## src/rtl/rf_pkg.sv

```systemverilog
// Shared register-file constants, write-back request type and the one-hot
// destination decoder used by the write-back arbiter and register-file enables.
package rf_pkg;

    localparam int unsigned REG_IDX_W = 5;
    localparam int unsigned NUM_REGS  = 32;
    localparam int unsigned XLEN      = 32;

    typedef struct packed {
        logic                 valid;
        logic [REG_IDX_W-1:0] rd;
        logic [XLEN-1:0]      data;
    } wb_req_t;

    function automatic logic [NUM_REGS-1:0] decode5to32(input logic [REG_IDX_W-1:0] idx);
        return NUM_REGS'(1) << idx;
    endfunction

endpackage

```

## src/rtl/rr_arbiter.sv

```systemverilog
// Combinational round-robin picker: the first asserted req at or after ptr
// (wrapping modulo N) wins, reported as a one-hot gnt plus its index.
module rr_arbiter #(
    parameter int unsigned N = 3,
    parameter int unsigned W = 2
) (
    input  logic [N-1:0] req,
    input  logic [W-1:0] ptr,
    output logic [N-1:0] gnt,
    output logic [W-1:0] gnt_idx
);

    always_comb begin
        int unsigned k;
        logic        found;
        gnt     = '0;
        gnt_idx = '0;
        found   = 1'b0;
        k       = 0;
        for (int unsigned i = 0; i < N; i++) begin
            k = 32'(ptr) + i;
            if (k >= N) begin
                k = k - N;
            end
            if (!found && req[k]) begin
                found   = 1'b1;
                gnt[k]  = 1'b1;
                gnt_idx = W'(k);
            end
        end
    end

endmodule

```

## src/rtl/rf_wb_arbiter.sv

```systemverilog
// Round-robin arbiter sharing the register-file write port among write-back
// requesters, with a one-cycle registered output. WB_FWD_EN adds bypass ports.
module rf_wb_arbiter #(
    parameter int unsigned NUM_REQ = 3,
    parameter int unsigned XLEN    = 32,
    parameter int unsigned PTR_W   = $clog2(NUM_REQ)
) (
    input  logic                                    clk,
    input  logic                                    reset_n,
    input  logic                                    flush,
    input  logic [NUM_REQ-1:0]                      req_valid,
    input  logic [NUM_REQ*rf_pkg::REG_IDX_W-1:0]    req_rd,
    input  logic [NUM_REQ*XLEN-1:0]                 req_data,
    output logic [NUM_REQ-1:0]                      req_ready,
    output logic                                    reg_write,
    output logic [rf_pkg::NUM_REGS-1:0]             wr_sel,
    output logic [XLEN-1:0]                         wb_data,
    output logic [PTR_W-1:0]                        grant_id
`ifdef WB_FWD_EN
    ,
    input  logic [rf_pkg::REG_IDX_W-1:0]            fwd_rs1_sel,
    input  logic [rf_pkg::REG_IDX_W-1:0]            fwd_rs2_sel,
    output logic                                    fwd_rs1_hit,
    output logic                                    fwd_rs2_hit,
    output logic [XLEN-1:0]                         fwd_data
`endif
);

    import rf_pkg::*;

    logic [PTR_W-1:0]     rr_ptr;
    logic [NUM_REQ-1:0]   req_eligible;
    logic [NUM_REQ-1:0]   gnt;
    logic [PTR_W-1:0]     gnt_idx;
    logic [REG_IDX_W-1:0] rd_sel;
    logic [XLEN-1:0]      data_sel;

    // Nothing is granted while flushing or held in reset.
    assign req_eligible = (flush || !reset_n) ? '0 : req_valid;

    rr_arbiter #(
        .N (NUM_REQ),
        .W (PTR_W)
    ) u_rr_arbiter (
        .req     (req_eligible),
        .ptr     (rr_ptr),
        .gnt     (gnt),
        .gnt_idx (gnt_idx)
    );

    assign req_ready = gnt;

    always_comb begin
        rd_sel   = '0;
        data_sel = '0;
        for (int unsigned i = 0; i < NUM_REQ; i++) begin
            if (gnt[i]) begin
                rd_sel   = req_rd[i*REG_IDX_W +: REG_IDX_W];
                data_sel = req_data[i*XLEN +: XLEN];
            end
        end
    end

    always_ff @(posedge clk or negedge reset_n) begin
        if (!reset_n) begin
            rr_ptr    <= '0;
            reg_write <= 1'b0;
            wr_sel    <= '0;
            wb_data   <= '0;
            grant_id  <= '0;
        end else if (|gnt) begin
            rr_ptr    <= (gnt_idx == PTR_W'(NUM_REQ - 1)) ? '0 : gnt_idx + PTR_W'(1);
            // x0 writes are consumed but never strobe the register file.
            reg_write <= |rd_sel;
            wr_sel    <= decode5to32(rd_sel) & ~NUM_REGS'(1);
            wb_data   <= data_sel;
            grant_id  <= gnt_idx;
        end else begin
            reg_write <= 1'b0;
            wr_sel    <= '0;
        end
    end

`ifdef WB_FWD_EN
    assign fwd_rs1_hit = reg_write & wr_sel[fwd_rs1_sel];
    assign fwd_rs2_hit = reg_write & wr_sel[fwd_rs2_sel];
    assign fwd_data    = wb_data;
`endif

endmodule

```

## config.mk

```make
export PLATFORM = sky130hd
export DESIGN_NAME = rf_wb_arbiter
export DESIGN_NICKNAME = d
export VERILOG_FILES = /design/src/rtl/rf_pkg.sv /design/src/rtl/rr_arbiter.sv /design/src/rtl/rf_wb_arbiter.sv
export SDC_FILE = /design/constraint.sdc
export NUM_CORES = 1
export LEC_CHECK = 0
export CAP_MARGIN = 20
export CORE_MARGIN = 4
export CORE_UTILIZATION = 43
export DETAILED_ROUTE_END_ITERATION = 6
export PLACE_DENSITY = 0.89
export SLEW_MARGIN = 5
export SYNTH_ARGS = -nofsm -noshare
export SYNTH_HDL_FRONTEND = slang
export SYNTH_SLANG_ARGS = --single-unit
```

## constraint.sdc

```tcl
create_clock -name clk -period 7.55 [get_ports clk]
set_input_delay 1.51 -clock clk [delete_from_list [all_inputs] [get_ports clk]]
set_output_delay 1.51 -clock clk [all_outputs]
set_load 0.01 [all_outputs]
```

==> reports/summary.txt, run 1 <==
Outcome - finished, final reports clean
Most used DFF post-synth - dfrtp_1
Initial Util - 0.447
Fmax - 170 MHz
Cells after DPL - 596
Worst Hold Depth - 2
First-pass GRT wire length - 17900 um
Yosys cell types - 61
Nets@finish - 627
Avg Synthesized Cell Area - 10.7 um2
R2r startpoint - rr_ptr[1]
Pin count of the biggest net entering global routing - 72
Core ar. - 0.00785 mm2
Async S/R FF share, synth - 1.00
Initial antenna violation count - 0
Total gr overflow - 0
CTS Buffer Depth - 2
Die span in x - 98.3 um
Worst setup SP type - input port
Commonest cells after routing, fill and taps aside - clkdlybuf4s50_1, dfrtp_1, a22oi_1, nor3_1, o21ai_0
Critical R2R Capture - wb_data[0]
Worst path max stage delay - 0.67 ns
Worst-Margin Slew - 1.03 ns
WP buf/inv - 3
# setup viols final - 0
Leakage power - 2.23 nW
Most common cell after layout, fill and taps aside - clkdlybuf4s50_1
Clock-pin slew on the worst setup and hold paths - 0.08 ns
Period utilization - 0.778
Chip Height - 98.3 um
P per Cell Area - 313 mW/mm2
Crit-path slowest cell - clkdlybuf4s50_1
WL/cell - 18.7 um
CP Depth - 6
CTS tree - built
Yosys Warn Count - 0
CP Max Fanout - 71
Synth Cell Area - 0.00351 mm2
Worst Skew - 0.00405 ns
Critical Path End Type - primary output
CP Cell Sequence - buf_2, nand3b_1, nor3_2, o31ai_4, inv_4, clkdlybuf4s50_1
RSZ-0062 raised after global routing - no
Crit path DAT - 4.36 ns
Number of flops mapped to enable cells by yosys - 0
Clk_lat worst skew - 0.33 ns
Top post-synthesis cells by area - dfrtp_1, a22oi_1, nor3_1, o21ai_0, buf_6
Starting DRT DRC Count - 192
Routed wire length - 11500 um
Hold wc startpoint - grant_id[0]
Sequential area share after synthesis - 0.485
Die area - 0.00967 mm2
Reg2Reg Setup Slack - 3.36 ns
Clock Sinks - 68
Syn Nets - 450
Final Hold Vio Count - 0
WP data required - 6.04 ns
Post-synth top area share - 0.485
Critical setup path kind - in2out
Post-route ant nets - 0
H-tree depth - 3
Core Rows - 32
Antenna Cells - 0
Top delay family on crit path - buffers and inverters
Final min period - 5.87 ns
DR vias/cell - 5.99
GRT Total Usage - 0.229
Io pins - 187
Non-Filler Instances - 613
FF+latch count, synth - 68
HP Class - reg2reg
Gpl congestion - 0.983
Maximum VDD drop - 0.159 mV
Cells on worst reg2reg path - 10
Total CTS buffers - 9
Rel. slew slack - 0.304
Vias in the first global route - 3680
Setup bufs post-CTS - 0
Buffers on Ports - 185
Clock Tree Root - clkbuf_8
Layout area overhead - 58.9%
Post-DP HPWL - 8690 um
DRC - 0
Drt pass-1 iters - 7
Fraction of layout cells with a size suffix above 1 - 0.0724
Hold_buf cts - 0
Number of gates resized after cts - 0
Max-cap violations - 0
Largest area contributor in the netlist - dfrtp_1
Setup TNS - 0 ns
Vias - 3669
Hold endpoint - grant_id[0]
Syn Inst Count - 329
Pins Over Slew Limit - 0
## metrics by stage
| stage | power [mW] | hold slack [ns] | instance area (um2) | util | worst slack, ns |
|---|---|---|---|---|---|
| 2_1_floorplan | 1.06 | 0.495 | 3510 | - | 3.05 |
| 3_5_place_dp | 1.43 | 0.466 | 5360 | 0.684 | 1.67 |
| 6_report | 1.74 | 0.482 | 5580 | 0.711 | 1.68 |
| 5_1_grt | 1.85 | 0.526 | 5580 | 0.711 | 1.35 |
| 4_1_cts | 1.74 | 0.488 | 5570 | 0.710 | 1.67 |
| 3_3_place_gp | 1.40 | 0.460 | 5360 | 0.684 | 1.81 |
## cells by family (layout without fill, tap and decap cells)
kind of cell / after synthesis / count (layout) / share of synthesized area
AOI/OAI and AO/OA: 145 / 145 / 0.309
DFF: 68 / 68 / 0.485
and+or+nand+nor: 69 / 69 / 0.111
other: 1 / 1 / 0.00107
muxes: 8 / 8 / 0.0260
adders and majority gates: 4 / 4 / 0.0143
buffers and inverters: 34 / 216 / 0.0538
## worst reg2reg max path: stages (launching register included)
cell	delay (ns)
dfrtp_1	0.40
inv_1	0.10
ha_1	0.41
mux2_4	0.36
a22o_4	0.28
o31ai_4	0.61
inv_4	0.41
nor4_4	0.92
buf_4	0.39
a22oi_1	0.10
o21ai_0	0.11
## synthesized netlist by cell type (4+ instances only)
cell,number
dfrtp_1,68
ha_1,4
nor3_1,33
o21ai_1,11
inv_1,9
a22oi_1,65
nand2_1,8
o2111ai_1,5
clkbuf_1,11
o211ai_1,4
nor2_1,6
o21ai_0,22
buf_6,6
o311a_1,4
mux2i_1,4
## per-layer routing
layer  global-route usage  routed length (um)  up-vias
met5                    0                   0        -
met4               0.0840                 320        0
met3               0.0600                1140       33
met2                0.398                5670      253
met1                0.271                4320     1722
li1                     -                   -     1661
## state kept, by name (all words and copies together), names as in the netlist
signal and count:
grant_id 2, reg_write 1, rr_ptr 2, wr_sel 31, wb_data 32
## report_power, final
| group | switching (mW) | leakage, nW | internal, mW |
|---|---|---|---|
| sequential | 0.0589 | 0.893 | 0.473 |
| combinational | 0.481 | 1.24 | 0.425 |
| clock | 0.150 | 0.104 | 0.157 |
## worst max-delay path by stage
stage | slack, ns | endpoint | startpoint
CTS | 1.67 | req_ready[2] | reset_n
global route | 1.35 | req_ready[2] | reset_n
finish | 1.68 | req_ready[2] | reset_n
global placement | 1.81 | req_ready[2] | reset_n
floorplan | 3.05 | req_ready[1] | req_valid[1]
detailed placement | 1.67 | req_ready[2] | reset_n
## final cells by class
type	count	area, um2
clock buffers	9	124
repair buffers	189	1880
inverters	11	46.3
flip-flops and latches	68	1700
clock inverters	7	82.6
fillers	584	2270
well taps	102	128
multi-input cells	227	1620
Note: power is estimated with default switching activity, not from simulation.
==> run 2, diff against run 1 <==
CORE_UTILIZATION = 40   (was 43)
PLACE_DENSITY = 0.84   (was 0.89)
clock period = 5.9 ns   (was 7.55 ns; I/O delays follow)
==> run 2 against run 1 <==
Global-route usage down 1.2 points; cell area up 0.85%; largest cell class unchanged; critical path type unchanged; combinational power is 30% higher; via count decreased by 2.9%; critical path depth stayed put; clock power is 39% higher.
==> reports/summary.txt, run 2 (synthesized netlist as in run 1, its figures left out) <==
Outcome - finished, final reports clean
WP data required - 4.72 ns
Total CTS buffers - 9
Final min period - 4.95 ns
Vias in the first global route - 3514
HP Class - reg2reg
CTS Buffer Depth - 2
Post-route ant nets - 0
Layout area overhead - 60.3%
Total gr overflow - 0
Initial Util - 0.419
Setup TNS - 0 ns
Critical Path End Type - primary output
CTS tree - built
Clock Tree Root - clkbuf_8
Final Hold Vio Count - 0
CP Max Fanout - 46
Pin count of the biggest net entering global routing - 69
Antenna Cells - 0
Setup bufs post-CTS - 0
Worst-Margin Slew - 0.880 ns
Top flop regs - wb_data: 32 flops, wr_sel: 31 flops
Rel. slew slack - 0.406
Worst Skew - 0.00862 ns
DRC - 0
Drt pass-1 iters - 5
Routed wire length - 11500 um
RSZ-0062 raised after global routing - no
Io pins - 187
Core ar. - 0.00838 mm2
Finished Core Util - 0.671
P per Cell Area - 406 mW/mm2
Initial antenna violation count - 0
Clk_lat worst skew - 0.34 ns
Number of gates resized after cts - 0
Most common cell after layout, fill and taps aside - clkdlybuf4s50_1
DP Worst Slack - 0.981 ns
# setup viols final - 0
Maximum VDD drop - 0.193 mV
H-tree depth - 3
Leakage power - 2.26 nW
Period utilization - 0.838
Chip Height - 102 um
GRT Total Usage - 0.216
Clock Sinks - 68
Vias - 3561
WL/cell - 18.5 um
Worst setup SP type - input port
Core Rows - 33
Die span in x - 102 um
Critical setup path kind - in2out
Max-cap violations - 0
Starting DRT DRC Count - 196
Nets@finish - 629
Gpl congestion - 0.933
Hold_buf cts - 0
DR vias/cell - 5.76
Setup slack after layout - 0.953 ns
First-pass GRT wire length - 17400 um
Post-DP HPWL - 8740 um
Number of flip-flops under the largest register name - 32
Die area - 0.0103 mm2
Fmax - 202 MHz
Pins Over Slew Limit - 0
Most flops, register - wb_data
Hold Slack - 0.507 ns
Commonest cells after routing, fill and taps aside - clkdlybuf4s50_1, dfrtp_1, a22oi_1, nor3_1, o21ai_0
Crit path DAT - 3.77 ns
Clock-pin slew on the worst setup and hold paths - 0.07 ns
Fraction of layout cells with a size suffix above 1 - 0.0760
Buffers on Ports - 185
-- run 2: critical path: stages --
cell,delay (ns)
clkdlybuf4s50_1,0.53
a21o_1,0.24
o221ai_2,0.37
mux2i_2,0.55
inv_4,0.31
clkdlybuf4s50_1,0.58
-- run 2: where the power goes --
group          internal [mW]  leakage [nW]  switching [mW]  total (mW)
sequential             0.604         0.893          0.0749       0.679
combinational          0.561          1.25           0.617        1.18
clock                  0.241         0.110           0.188       0.428
-- run 2: final timing paths --
path / from / to / slack (ns) / cells past startpoint
worst max-delay path: req_valid[1] / req_ready[1] / 0.95 / 6
worst min-delay path: wb_data[15] / wb_data[15] / 0.51 / 2
worst max register to register: rr_ptr[1] / wb_data[31] / 2.16 / 12
worst min register to register: wb_data[15] / wb_data[15] / 0.51 / 2
max in group asynchronous: reset_n / wr_sel[3] / 4.21 / 2
min in group asynchronous: reset_n / rr_ptr[1] / 1.13 / 2
-- run 2: metal layers --
metal  wire, um  track usage
met5          0            0
met4        188       0.0757
met3       1170       0.0613
met2       5720        0.372
met1       4380        0.260
-- run 2: cell type report --
cell class | instances | area, um2
clock buffers | 9 | 124
repair buffers | 191 | 1900
multi-input cells | 227 | 1620
well taps | 105 | 131
clock inverters | 7 | 98.8
fillers | 647 | 2760
flip-flops and latches | 68 | 1700
inverters | 11 | 46.3
-- run 2: through the flow --
step / power [mW] / area [um2] / std cells
2_1_floorplan: 1.36 / 3510 / 329
5_1_grt: 2.43 / 5630 / 618
4_1_cts: 2.30 / 5630 / 618
3_3_place_gp: 1.83 / 5400 / 602
6_report: 2.29 / 5630 / 618
3_5_place_dp: 1.87 / 5400 / 602
